===== config.mk =====
export PLATFORM = sky130hd
export DESIGN_NAME = mem_access_unit
export DESIGN_NICKNAME = d
export VERILOG_FILES = /design/src/rtl/mem_access_unit_pkg.sv /design/src/rtl/mem_access_unit_lane_extract.sv /design/src/rtl/mem_access_unit.sv
export SDC_FILE = /design/constraint.sdc
export NUM_CORES = 1
export LEC_CHECK = 0
export ABC_AREA = 0
export CAP_MARGIN = 20
export CORE_MARGIN = 1
export CORE_UTILIZATION = 48
export DETAILED_ROUTE_END_ITERATION = 10
export HOLD_SLACK_MARGIN = 0.03
export PLACE_DENSITY = 0.84
export SYNTH_ARGS = -nofsm -noshare
export SYNTH_HDL_FRONTEND = slang
export SYNTH_HIERARCHICAL = 1
export SYNTH_SLANG_ARGS = --single-unit

===== constraint.sdc =====
create_clock -name i_clk -period 2.8 [get_ports i_clk]
set_input_delay 0.42 -clock i_clk [delete_from_list [all_inputs] [get_ports i_clk]]
set_output_delay 0.42 -clock i_clk [all_outputs]
set_load 0.05 [all_outputs]

===== src/rtl/mem_access_unit_pkg.sv =====
// rtl/mem_access_unit_pkg.sv - shared FSM states, access size codes and misalignment rule
package mem_access_unit_pkg;

  typedef enum logic [1:0] {
    ST_IDLE = 2'd0,
    ST_REQ  = 2'd1,
    ST_RESP = 2'd2
  } state_t;

  localparam logic [1:0] SZ_BYTE    = 2'b00;
  localparam logic [1:0] SZ_HALF    = 2'b01;
  localparam logic [1:0] SZ_WORD    = 2'b10;
  localparam logic [1:0] SZ_ILLEGAL = 2'b11;

  localparam int TIMEOUT_DEFAULT = 16;

  // The illegal size code is reported through the misalign flag as well.
  function automatic logic is_misaligned(input logic [1:0] sz, input logic [1:0] off);
    case (sz)
      SZ_BYTE: return 1'b0;
      SZ_HALF: return off[0];
      SZ_WORD: return off != 2'b00;
      default: return 1'b1;
    endcase
  endfunction

endpackage


===== src/rtl/mem_access_unit_lane_extract.sv =====
// rtl/mem_access_unit_lane_extract.sv - load lane select with sign/zero extension
module lane_extract
  import mem_access_unit_pkg::*;
#(
  parameter int SIZE = 32
) (
  input  logic [SIZE-1:0] i_word,
  input  logic [1:0]      i_off,
  input  logic [1:0]      i_size,
  input  logic            i_sign_ext,
  output logic [SIZE-1:0] o_data
);

  logic [7:0]  w_byte;
  logic [15:0] w_half;

  always_comb begin
    w_byte = i_word[{i_off, 3'b000} +: 8];
    w_half = i_off[1] ? i_word[31:16] : i_word[15:0];
    case (i_size)
      SZ_BYTE: o_data = {{(SIZE-8){i_sign_ext & w_byte[7]}}, w_byte};
      SZ_HALF: o_data = {{(SIZE-16){i_sign_ext & w_half[15]}}, w_half};
      default: o_data = i_word;
    endcase
  end

endmodule


===== src/rtl/mem_access_unit.sv =====
// rtl/mem_access_unit.sv - load/store sequencer: IDLE/REQ/RESP handshake with
// byte enables, lane replication, ack timeout and misalignment reporting
module mem_access_unit
  import mem_access_unit_pkg::*;
#(
  parameter int SIZE    = 32,
  parameter int TIMEOUT = TIMEOUT_DEFAULT
) (
  input  logic            i_clk,
  input  logic            i_rst_n,
  input  logic            i_start,
  input  logic            i_we,
  input  logic [1:0]      i_size,
  input  logic            i_sign_ext,
  input  logic [SIZE-1:0] i_addr,
  input  logic [SIZE-1:0] i_wdata,
  output logic            o_busy,
  output logic            o_done,
  output logic [SIZE-1:0] o_rdata,
  output logic            o_misalign,
  output logic            o_timeout,
  output logic            o_mem_req,
  output logic            o_mem_we,
  output logic [SIZE-1:0] o_mem_addr,
  output logic [SIZE-1:0] o_mem_wdata,
  output logic [3:0]      o_mem_be,
  input  logic            i_mem_ack,
  input  logic [SIZE-1:0] i_mem_rdata
);

  localparam logic [7:0] CNT_LAST = 8'(TIMEOUT - 1);

  state_t          r_state;
  state_t          w_next;
  logic [7:0]      r_cnt;
  logic            r_misalign;
  logic            r_timeout;
  logic            r_mem_we;
  logic [3:0]      r_mem_be;
  logic [SIZE-1:0] r_mem_addr;
  logic [SIZE-1:0] r_mem_wdata;
  logic [SIZE-1:0] r_rdata;
  logic [1:0]      r_off;
  logic [1:0]      r_size;
  logic            r_sext;

  logic            w_misaligned;
  logic            w_expire;
  logic [3:0]      w_be;
  logic [SIZE-1:0] w_wdata;
  logic [SIZE-1:0] w_ext;

  assign w_misaligned = is_misaligned(i_size, i_addr[1:0]);
  assign w_expire     = (r_cnt == CNT_LAST);

  always_comb begin
    case (i_size)
      SZ_BYTE: begin
        w_be    = 4'b0001 << i_addr[1:0];
        w_wdata = {4{i_wdata[7:0]}};
      end
      SZ_HALF: begin
        w_be    = i_addr[1] ? 4'b1100 : 4'b0011;
        w_wdata = {2{i_wdata[15:0]}};
      end
      default: begin
        w_be    = 4'b1111;
        w_wdata = i_wdata;
      end
    endcase
  end

  lane_extract #(.SIZE(SIZE)) u_lane_extract (
    .i_word     (i_mem_rdata),
    .i_off      (r_off),
    .i_size     (r_size),
    .i_sign_ext (r_sext),
    .o_data     (w_ext)
  );

  always_ff @(posedge i_clk or negedge i_rst_n) begin
    if (!i_rst_n) r_state <= ST_IDLE;
    else          r_state <= w_next;
  end

  always_comb begin
    w_next    = r_state;
    o_busy    = 1'b1;
    o_done    = 1'b0;
    o_mem_req = 1'b0;
    case (r_state)
      ST_IDLE: begin
        o_busy = 1'b0;
        if (i_start) w_next = w_misaligned ? ST_RESP : ST_REQ;
      end
      ST_REQ: begin
        o_mem_req = 1'b1;
        // An ack on the final counted cycle still completes the access.
        if (i_mem_ack || w_expire) w_next = ST_RESP;
      end
      ST_RESP: begin
        o_done = 1'b1;
        w_next = ST_IDLE;
      end
      default: w_next = ST_IDLE;
    endcase
  end

  always_ff @(posedge i_clk or negedge i_rst_n) begin
    if (!i_rst_n) begin
      r_cnt       <= '0;
      r_misalign  <= 1'b0;
      r_timeout   <= 1'b0;
      r_mem_we    <= 1'b0;
      r_mem_be    <= '0;
      r_mem_addr  <= '0;
      r_mem_wdata <= '0;
      r_rdata     <= '0;
      r_off       <= '0;
      r_size      <= '0;
      r_sext      <= 1'b0;
    end else begin
      case (r_state)
        ST_IDLE: begin
          if (i_start && w_misaligned) begin
            r_misalign <= 1'b1;
          end else if (i_start) begin
            r_cnt       <= '0;
            r_mem_we    <= i_we;
            r_mem_be    <= w_be;
            r_mem_addr  <= {i_addr[SIZE-1:2], 2'b00};
            r_mem_wdata <= w_wdata;
            r_off       <= i_addr[1:0];
            r_size      <= i_size;
            r_sext      <= i_sign_ext;
          end
        end
        ST_REQ: begin
          if (i_mem_ack) begin
            if (!r_mem_we) r_rdata <= w_ext;
          end else begin
            r_cnt <= r_cnt + 8'd1;
            if (w_expire) r_timeout <= 1'b1;
          end
        end
        ST_RESP: begin
          r_misalign <= 1'b0;
          r_timeout  <= 1'b0;
        end
        default: ;
      endcase
    end
  end

  assign o_rdata     = r_rdata;
  assign o_misalign  = r_misalign;
  assign o_timeout   = r_timeout;
  assign o_mem_we    = r_mem_we;
  assign o_mem_be    = r_mem_be;
  assign o_mem_addr  = r_mem_addr;
  assign o_mem_wdata = r_mem_wdata;

endmodule


==> impl_metrics.env <==
export IMPL_outcome="complete, no violations"
export IMPL_dp_hpwl_um=11300
export IMPL_cts_sinks=116
export IMPL_tightestPinTransition_ps=772
export IMPL_grt_first_pass_wirelength_um=24200
export IMPL_cts_tree="yes"
export IMPL_path_buf_inv=2
export IMPL_placed_cells=827
export IMPL_layout_setup_ws_ps=429
export IMPL_critPathMaxStageDelay_ps=790
export IMPL_io_pins=210
export IMPL_drc=0
export IMPL_io_buffer_count=207
export IMPL_ys_seq_area_frac=0.521
export IMPL_peakVddDrop_uv=783
export IMPL_cts_setup_buffers=0
export IMPL_p_comb_frac=0.528
export IMPL_clk_path_buf_depth=2
export IMPL_synth_edff_count=0
export IMPL_grt_pass1_vias=4810
export IMPL_die_h_um=110
export IMPL_pre_cts_ws_ps=416
export IMPL_initial_utilization=0.503
export IMPL_core_sq_mm=0.0111
export IMPL_grt_max_degree=61
export IMPL_synth_distinct_cells=54
export IMPL_cts_root_buf="clkbuf_16"
export IMPL_htreeDepth=4
export IMPL_clkPwrFrac=0.191
export IMPL_fp_dieArea_sq_mm=0.0121
export IMPL_drv_slew=0
export IMPL_synthFlopType="dfrtp_1"
export IMPL_start_kind="flop"
export IMPL_cp_end_kind="output pin"
export IMPL_power_frac_seq=0.281
export IMPL_max_freq_mhz=422
export IMPL_cts_resized=0
export IMPL_final_hold_viol_count=0
export IMPL_cp_max_fo=9
export IMPL_leakagePower_nw=3.68
export IMPL_synthToLayoutAreaGrowth_pct=48.4
export IMPL_arrival_ps=1950
export IMPL_vias_per_cell=5.48
export IMPL_detail_route_antenna_nets=0
export IMPL_place_congestion=0.914
export IMPL_drtPass1Iterations=5
export IMPL_syn_area_sq_mm=0.00558
export IMPL_crit_path_top_delay_cell="clkdlybuf4s50_1"
export IMPL_cts_made_buffers=17
export IMPL_setup_tns_ps=0
export IMPL_startpoint="r_state[0]"
export IMPL_synthArstFlopShare=1.00
export IMPL_critPathTopFamily="buffers and inverters"
export IMPL_wl_per_cell_um=18.1
export IMPL_hp_class="in2async"
export IMPL_fp_row_count=38
export IMPL_max_cap_violations=0
export IMPL_syn_area_per_cell_sq_um=11.1
export IMPL_die_w_um=110
export IMPL_p_switching_mw=4.67
export IMPL_rsz0062_at_grt="no"
export IMPL_power_internal_mw=5.50
export IMPL_required_ps=2380
export IMPL_clk_pin_slew_worst_paths_ps=50
export IMPL_antenna_found_initial=0
export IMPL_fin_cells=859
export IMPL_setup_viol=0
export IMPL_clk_latency_ps=410
export IMPL_path_class="reg2out"
export IMPL_crit_chain="nand2b_1 > inv_1 > clkdlybuf4s50_1"
export IMPL_r2r_start="r_off[1]"
export IMPL_p_per_area_mw_per_mm2=1230
export IMPL_synth_seq_cells=116
export IMPL_gr_total_overflow=0
export IMPL_layout_nets=811
export IMPL_antenna_cells=0
export IMPL_via_count=4707
export IMPL_final_cell_mix="206 x clkdlybuf4s50_1, 116 x dfrtp_1, 92 x nand2_1, 73 x mux2_1, 33 x o21ai_0"
export IMPL_cts_hold_buf=0
export IMPL_grt_util_all_layers=0.270
export IMPL_skew_ps=11.3
export IMPL_synthCells=503
export IMPL_drive_above_1_share=0.0862
export IMPL_fin_crit_ps=2370
export IMPL_finalCritPeriodShare=0.847
export IMPL_swShare=0.459
export IMPL_relSlewSlack=0.485
export IMPL_yosys_warnings=6
export IMPL_final_common_cell="clkdlybuf4s50_1"
export IMPL_drtIter0Drc=299
export IMPL_wl_um=15500
[layout make-up]
cell class	instances	area, sq um
Clock buffer	28	517
Clock inverter	4	20.0
Fill cell	772	2800
Inverter	4	15.0
Multi-Input combinational cell	349	2480
Sequential cell	116	2900
Tap cell	140	175
Timing Repair Buffer	218	2160
[power groups by stage]
| stage | logic, mW | clock network (mW) | registers [mW] |
|---|---|---|---|
| 2_1_floorplan | 1.28 | 0 | 5.04 |
| 3_3_place_gp | 5.27 | 0 | 2.84 |
| 3_5_place_dp | 5.36 | 0 | 2.88 |
| 4_1_cts | 5.39 | 1.97 | 2.87 |
| 5_1_grt | 5.62 | 2.05 | 2.96 |
| 6_report | 5.37 | 1.94 | 2.86 |
[state kept, by name, indices dropped and copies added (netlist names), 2 cells and up]
register	cells
r_size	2
r_cnt	8
r_off	2
o_mem_wdata	32
o_rdata	32
o_mem_be	4
r_state	2
o_mem_addr	30
[Yosys cell counts (all sizes together) (3+ instances only)]
cell,instances,share of area
mux2,76,0.15
nor3b,3,0.0067
nor2b,6,0.0076
o22a,3,0.0047
nor3,3,0.0056
nor2,22,0.015
a21o,4,0.0054
a21oi,14,0.013
mux2i,27,0.048
xor2,3,0.0047
clkbuf,9,0.0061
buf,26,0.027
a2bb2oi,3,0.0047
dfrtp,116,0.52
nand2b,8,0.0090
a22oi,5,0.0076
o21ai,38,0.035
nand3,3,0.0027
nand2,93,0.063
a221o,8,0.016
inv,4,0.0027
[layer usage]
| metal | GRT usage | part of all wire |
|---|---|---|
| met1 | 0.320 | 0.40 |
| met2 | 0.448 | 0.49 |
| met3 | 0.0990 | 0.098 |
| met4 | 0.0952 | 0.018 |
| met5 | 0 | 0 |
[worst paths after layout]
kind	end	slack [ps]	depth (start not counted)
max	o_done	430	3
min	o_mem_addr[2]	90	1
max reg2reg	o_rdata[7]	650	5
min reg2reg	o_mem_wdata[8]	470	2
max in group asynchronous	r_cnt[5]	1950	2
min in group i_clk	o_mem_wdata[8]	470	2
[through the flow]
stage / util / cell area, sq um / power [mW] / hold slack (ps)
after CTS: 0.747 / 8280 / 10.2 / 111
after detailed placement: 0.699 / 7740 / 8.24 / 463
after floorplan: - / 5580 / 6.32 / 124
final: 0.747 / 8280 / 10.2 / 86.6
after global routing: 0.747 / 8280 / 10.6 / 153
after global placement: 0.699 / 7740 / 8.12 / 454
[cells by family (layout without fill, tap and decap cells)]
| group | count (synthesis) | after routing | share of synthesized area |
|---|---|---|---|
| compound gates | 87 | 87 | 0.103 |
| mux | 103 | 103 | 0.202 |
| simple gates | 152 | 152 | 0.129 |
| xor+xnor | 4 | 4 | 0.00628 |
| flops | 116 | 116 | 0.521 |
| other cells | 1 | 2 | 0.000672 |
| buf+inv | 39 | 254 | 0.0361 |
| fa+ha+maj | 1 | 1 | 0.00224 |
[worst register-to-register path, delay by kind of cell, from the launching register on]
family | cells | cell delay, ps
simple gates | 1 | 610
buf+inv | 1 | 100
compound gates | 2 | 230
flops | 1 | 790
mux | 1 | 320
Power figures use the tool's default switching activity.
